`config.mk`:
```
export PLATFORM = sky130hd
export DESIGN_NAME = icache_ctrl
export DESIGN_NICKNAME = d
export VERILOG_FILES = /design/src/rtl/icache_ctrl_pkg.sv /design/src/rtl/icache_ctrl_mem.sv /design/src/rtl/icache_ctrl.sv
export SDC_FILE = /design/constraint.sdc
export NUM_CORES = 2
export LEC_CHECK = 0
export ABC_AREA = 0
export BUFFER_PORTS_ARGS = -buffer_cell sky130_fd_sc_hd__buf_2
export CORE_UTILIZATION = 55
export DETAILED_ROUTE_END_ITERATION = 7
export PLACE_DENSITY = 0.76
export SLEW_MARGIN = 20
export SYNTH_ARGS = -nofsm -noshare
export SYNTH_HDL_FRONTEND = slang
export SYNTH_SLANG_ARGS = --single-unit
```
`constraint.sdc`:
```
create_clock -name clock -period 8.4 [get_ports clock]
set_input_delay 0.84 -clock clock [delete_from_list [all_inputs] [get_ports clock]]
set_output_delay 0.84 -clock clock [all_outputs]
set_load 0.05 [all_outputs]
```
`src/rtl/icache_ctrl_pkg.sv`:
```
// Shared types and constants for the direct-mapped instruction cache controller.
package icache_ctrl_pkg;

  localparam int XLEN      = 32;
  localparam int MEM_TAG_W = 4;

  typedef enum logic [1:0] {
    BUS_NONE = 2'd0,
    BUS_LOAD = 2'd1
  } BUS_COMMAND;

  // Tag field is XLEN wide so the struct is independent of NUM_LINES; unused upper bits stay zero.
  typedef struct packed {
    logic            valid;
    logic [XLEN-1:0] tag;
    logic [63:0]     data;
  } ICACHE_LINE;

endpackage

```
`src/rtl/icache_ctrl_mem.sv`:
```
// icache_mem: NUM_LINES-entry line array, one combinational read port, one synchronous write port.
module icache_mem
  import icache_ctrl_pkg::*;
#(
  parameter int NUM_LINES = 32,
  parameter int IDX_BITS  = $clog2(NUM_LINES)
) (
  input  logic                clock,
  input  logic                reset,
  input  logic [IDX_BITS-1:0] rd_idx,
  output ICACHE_LINE          rd_line,
  input  logic                wr_en,
  input  logic [IDX_BITS-1:0] wr_idx,
  input  ICACHE_LINE          wr_line
);

  ICACHE_LINE lines_r [NUM_LINES];

  // Line storage: cleared on reset, written on a fill.
  always_ff @(posedge clock) begin
    if (reset) begin
      for (int i = 0; i < NUM_LINES; i++) begin
        lines_r[i] <= '0;
      end
    end else if (wr_en) begin
      lines_r[wr_idx] <= wr_line;
    end
  end

  assign rd_line = lines_r[rd_idx];

endmodule

```
`src/rtl/icache_ctrl.sv`:
```
// Direct-mapped instruction cache controller with a single outstanding tagged miss.
// Optional hit/miss counters are built when ICACHE_STATS_EN is defined.
module icache_ctrl
  import icache_ctrl_pkg::*;
#(
  parameter int NUM_LINES = 32,
  parameter int IDX_BITS  = $clog2(NUM_LINES)
) (
  input  logic                 clock,
  input  logic                 reset,
  input  logic [XLEN-1:0]      proc2Icache_addr,
  input  logic                 proc2Icache_req,
  output logic [63:0]          Icache_data_out,
  output logic                 Icache_valid_out,
  output logic [1:0]           proc2Imem_command,
  output logic [XLEN-1:0]      proc2Imem_addr,
  input  logic [MEM_TAG_W-1:0] Imem2proc_response,
  input  logic [63:0]          Imem2proc_data,
  input  logic [MEM_TAG_W-1:0] Imem2proc_tag
`ifdef ICACHE_STATS_EN
  ,
  output logic [31:0]          hit_count,
  output logic [31:0]          miss_count
`endif
);

  localparam logic [1:0] S_IDLE = 2'd0;
  localparam logic [1:0] S_REQ  = 2'd1;
  localparam logic [1:0] S_WAIT = 2'd2;

  logic [1:0]           state_r;
  logic [XLEN-1:0]      miss_addr_r;
  logic [MEM_TAG_W-1:0] mem_tag_r;

  logic [XLEN-1:0]     blk_addr_s;
  logic [XLEN-1:0]     line_tag_s;
  logic [IDX_BITS-1:0] idx_s;
  ICACHE_LINE          rd_line_s;
  ICACHE_LINE          wr_line_s;
  logic                hit_s;
  logic                miss_req_s;
  logic                fill_s;
  logic                bypass_s;

  assign blk_addr_s = {proc2Icache_addr[XLEN-1:3], 3'b000};
  assign idx_s      = proc2Icache_addr[IDX_BITS+2:3];
  assign line_tag_s = proc2Icache_addr >> (IDX_BITS + 3);

  icache_mem #(
    .NUM_LINES (NUM_LINES),
    .IDX_BITS  (IDX_BITS)
  ) u_mem (
    .clock   (clock),
    .reset   (reset),
    .rd_idx  (idx_s),
    .rd_line (rd_line_s),
    .wr_en   (fill_s),
    .wr_idx  (miss_addr_r[IDX_BITS+2:3]),
    .wr_line (wr_line_s)
  );

  // Lookup, fill detection and fill-line assembly.
  always_comb begin
    hit_s           = proc2Icache_req && rd_line_s.valid && (rd_line_s.tag == line_tag_s);
    miss_req_s      = proc2Icache_req && !hit_s;
    // A zero tag never matches: mem_tag_r is zero outside WAIT, and the explicit check guards WAIT.
    fill_s          = (state_r == S_WAIT) && (Imem2proc_tag != '0) && (Imem2proc_tag == mem_tag_r);
    bypass_s        = fill_s && proc2Icache_req && (blk_addr_s == miss_addr_r);
    wr_line_s.valid = 1'b1;
    wr_line_s.tag   = miss_addr_r >> (IDX_BITS + 3);
    wr_line_s.data  = Imem2proc_data;
  end

  // Fetch-side and memory-side outputs.
  always_comb begin
    Icache_valid_out = hit_s || bypass_s;
    if (bypass_s) begin
      Icache_data_out = Imem2proc_data;
    end else if (hit_s) begin
      Icache_data_out = rd_line_s.data;
    end else begin
      Icache_data_out = 64'd0;
    end
    if (state_r == S_REQ) begin
      proc2Imem_command = BUS_LOAD;
      proc2Imem_addr    = miss_addr_r;
    end else begin
      proc2Imem_command = BUS_NONE;
      proc2Imem_addr    = {XLEN{1'b0}};
    end
  end

  // Miss FSM: IDLE -> REQ (retarget until accepted) -> WAIT (until tagged data returns).
  always_ff @(posedge clock) begin
    if (reset) begin
      state_r     <= S_IDLE;
      miss_addr_r <= {XLEN{1'b0}};
      mem_tag_r   <= '0;
    end else begin
      case (state_r)
        S_IDLE: begin
          if (miss_req_s) begin
            miss_addr_r <= blk_addr_s;
            state_r     <= S_REQ;
          end
        end
        S_REQ: begin
          if (Imem2proc_response != '0) begin
            mem_tag_r <= Imem2proc_response;
            state_r   <= S_WAIT;
          end else if (proc2Icache_req && (blk_addr_s != miss_addr_r)) begin
            miss_addr_r <= blk_addr_s;
          end
        end
        S_WAIT: begin
          if (fill_s) begin
            mem_tag_r <= '0;
            state_r   <= S_IDLE;
          end
        end
        default: begin
          state_r   <= S_IDLE;
          mem_tag_r <= '0;
        end
      endcase
    end
  end

`ifdef ICACHE_STATS_EN
  // Hit and miss-issue event counters, wrapping at 2^32.
  always_ff @(posedge clock) begin
    if (reset) begin
      hit_count  <= 32'd0;
      miss_count <= 32'd0;
    end else begin
      if (hit_s) begin
        hit_count <= hit_count + 32'd1;
      end
      if ((state_r == S_IDLE) && miss_req_s) begin
        miss_count <= miss_count + 32'd1;
      end
    end
  end
`endif

endmodule

```
==> results.yml <==
place:
  port_buffers: 198
  dp_hpwl_um: 207900
  place_ws_ns: 1.158
  placed_cells: 10980
  gp_congestion: 0.8471
synthesis:
  ys_ff_latch: 2883
  synth_edf_count: 2816
  synthArstFlopShare_pct: 0
  avgSynthCellArea_um2: 15.92
  ys.flop_type: "edfxtp_1"
  synth_seq_area_share_pct: 65.53
  postSynthCellCount: 8237
  synthDistinctLibCells: 66
  synth_area_mm2: 0.1311
  synth_warnings: 0
routing:
  drtIter0Drc: 14050
  via_count: 77000
  routed_wl_um: 401900
  drc: 0
  first_pass_iters: 8
  wire_per_inst_um: 34.86
  via_per_inst: 6.680
  ant_nets: 0
setup_path:
  cp_max_fo: 85
  reg2reg_to: "u_mem.lines_r[20][14]"
  crit_type: "input pin to output port"
  ff2ff_path_depth: 9
  rr_startpoint: "mem_tag_r[1]"
  cp-end-kind: "output port"
  ff2ff_setup_slack_ns: 3.33
  critPathLaunchType: "input pin"
  cp.arrival_ns: 6.42
  crit_required_ns: 7.56
timing:
  hold_violations: 0
  slew_headroom_pct: 14.05
  worst_pin_slew_ns: 1.289
  fmax_mhz: 137.8
  fin_ws_ns: 1.143
  fin_skew_ns: 0.04875
  setup_viol_count_final: 0
  maxSlewViolCount: 0
  fin_crit_sh_pct: 86.39
  whs_ns: 0.1530
  fin_crit_ns: 7.257
  rsz0062_at_grt: "false"
pwr:
  peakVddDrop_v: 0.0001810
  p_per_area_mw_per_mm2: 217.9
  combPwrFrac_pct: 7.0
  netSwitchingFraction_pct: 22.58
  power_switching_mw: 7.127
  pwr-share-seq_pct: 51.9
  intPower_mw: 24.43
  power_mw: 31.56
  p_clk_share_pct: 41.2
  leakage_nw: 52.92
worst_hold_path:
  holdPathStages: 2
  hp-class: "input pin to flop"
  worstHoldEndpoint: "mem_tag_r[3]"
  min_from: "Imem2proc_response[3]"
grt:
  grt_start_max_net_pins: 140
  grt_pass1_vias: 76170
  grt_pass1_wl_um: 562700
  grt-ovfl-total: 0
  grtUsageTotal_pct: 33.30
  antenna_found_initial: 49
clocking:
  cts_setup_buffers: 0
  clkLatencyLatePin_ns: 0.98
  cts_root_buf: "clkbuf_16"
  tritoncts: "yes"
  clk_pin_slew_ns: 0.06
  clkSinkCount: 2883
  ctsHoldBuffers: 0
  cts.htree.levels: 5
  cts_buffers: 309
  clock_path_buffers: 4
  cts_resized: 0
floorplanning:
  start_util_pct: 55.53
  dieArea_mm2: 0.2403
  rows: 178
  coreArea_mm2: 0.2361
  die_w_um: 490.2
  die_y_um: 490.2
  io_pins: 206
finish:
  layout_commonest_cell: "and2_1"
  final_core_util_pct: 61.35
  most-common-layout-cells: "and2_1, edfxtp_1, mux4_2, clkbuf_16, mux2i_1"
  fillers: 16750
  nNetsFinal: 8250
  area_growth_pct: 10.48
  drive_gt1_share_pct: 20.66
  fin_cells: 11530
run_status:
  status: "complete, no violations"
run:
  maxCapViolCount: 0
[sequential cells by signal, summed over array words and instances, names as in the netlist]
name	cells
u_mem.lines_r	2848
state_r	2
miss_addr_r	29
mem_tag_r	4
[worst max-delay path by stage]
stage	start	endpoint	slack (ns)	depth (start not counted)
2_1_floorplan	Imem2proc_tag[1]	u_mem.lines_r[15][0]	-0.58	7
3_3_place_gp	proc2Icache_addr[3]	Icache_data_out[5]	1.18	14
3_5_place_dp	proc2Icache_addr[3]	Icache_data_out[5]	1.16	14
4_1_cts	proc2Icache_addr[3]	Icache_data_out[5]	1.16	14
5_1_grt	proc2Icache_addr[3]	Icache_data_out[40]	0.98	14
6_report	proc2Icache_addr[3]	Icache_data_out[40]	1.14	14
[critical path, stage by stage]
cell and delay [ns]:
buf_8 0.74, buf_12 0.41, buf_4 0.44, mux4_2 0.55, mux2i_1 0.27, nor2_1 0.07
nand4b_1 0.35, xor2_1 0.23, a21oi_1 0.13, nand4_1 0.12, or4_4 0.59, or2_4 0.51
o21ai_1 0.55, buf_2 0.37
[cells in the mapped netlist, types with 35 or more instances]
| master | count | area [um^2] |
|---|---|---|
| mux2i_1 | 206 | 2062 |
| dfxtp_1 | 67 | 1341 |
| xor2_1 | 35 | 306.5 |
| clkbuf_1 | 683 | 2564 |
| edfxtp_1 | 2816 | 84560 |
| a22oi_1 | 37 | 277.8 |
| o21ai_0 | 42 | 210.2 |
| and2_1 | 2851 | 17840 |
| mux4_2 | 796 | 17930 |
| buf_1 | 61 | 229.0 |
| nor2_1 | 58 | 217.7 |
| buf_2 | 49 | 245.2 |
| nand2_1 | 151 | 566.8 |
| o21ai_1 | 60 | 300.3 |
[per-layer routing]
| layer | vias to the layer above | GRT usage, % | part of all wire (%) |
|---|---|---|---|
| met2 | 6423 | 51.74 | 46 |
| li1 | 30110 | - | - |
| met5 | - | 0 | 0.019 |
| met1 | 39240 | 43.93 | 34 |
| met3 | 1225 | 8.800 | 14 |
| met4 | 12 | 15.90 | 5.3 |
[kinds of logic (layout without fill, tap and decap cells)]
group                     count (synthesis)  in the layout  synth area share, %
other                                     1             27             0.002861
DFF                                    2883           2883                65.53
and+or+nand+nor                        3167           3167                14.71
AOI/OAI and AO/OA                       267            267                1.351
xor gates and xnor gates                 56             56               0.3741
muxes                                  1027           1027                15.46
buffers and inverters                   836            951                2.576
[cell type report]
cell class	count	area (um^2)	area share, %
flip-flops and latches	2883	85900	59.32
multi-input cells	4521	42420	29.29
clock buffers	386	8197	5.660
well taps	3150	3941	2.721
repair buffers	421	3089	2.133
clock inverters	137	1175	0.8112
diodes	23	57.56	0.03974
inverters	7	38.79	0.02678
[power by group through the flow]
stage	combinational [mW]	clock (mW)	sequential, mW
2_1_floorplan	1.32	0	16.7
3_3_place_gp	2.13	0	16.6
3_5_place_dp	2.15	0	16.7
4_1_cts	2.16	13.0	16.4
5_1_grt	2.25	13.6	16.4
6_report	2.20	13.0	16.4
[metrics by stage]
step	TNS [ns]	instance area, um^2
2_1_floorplan	-1271.75	131100
4_1_cts	0	144700
3_5_place_dp	0	135300
3_3_place_gp	0	135200
6_report	0	144800
5_1_grt	0	144800
Note: power is estimated with default switching activity, not from simulation.
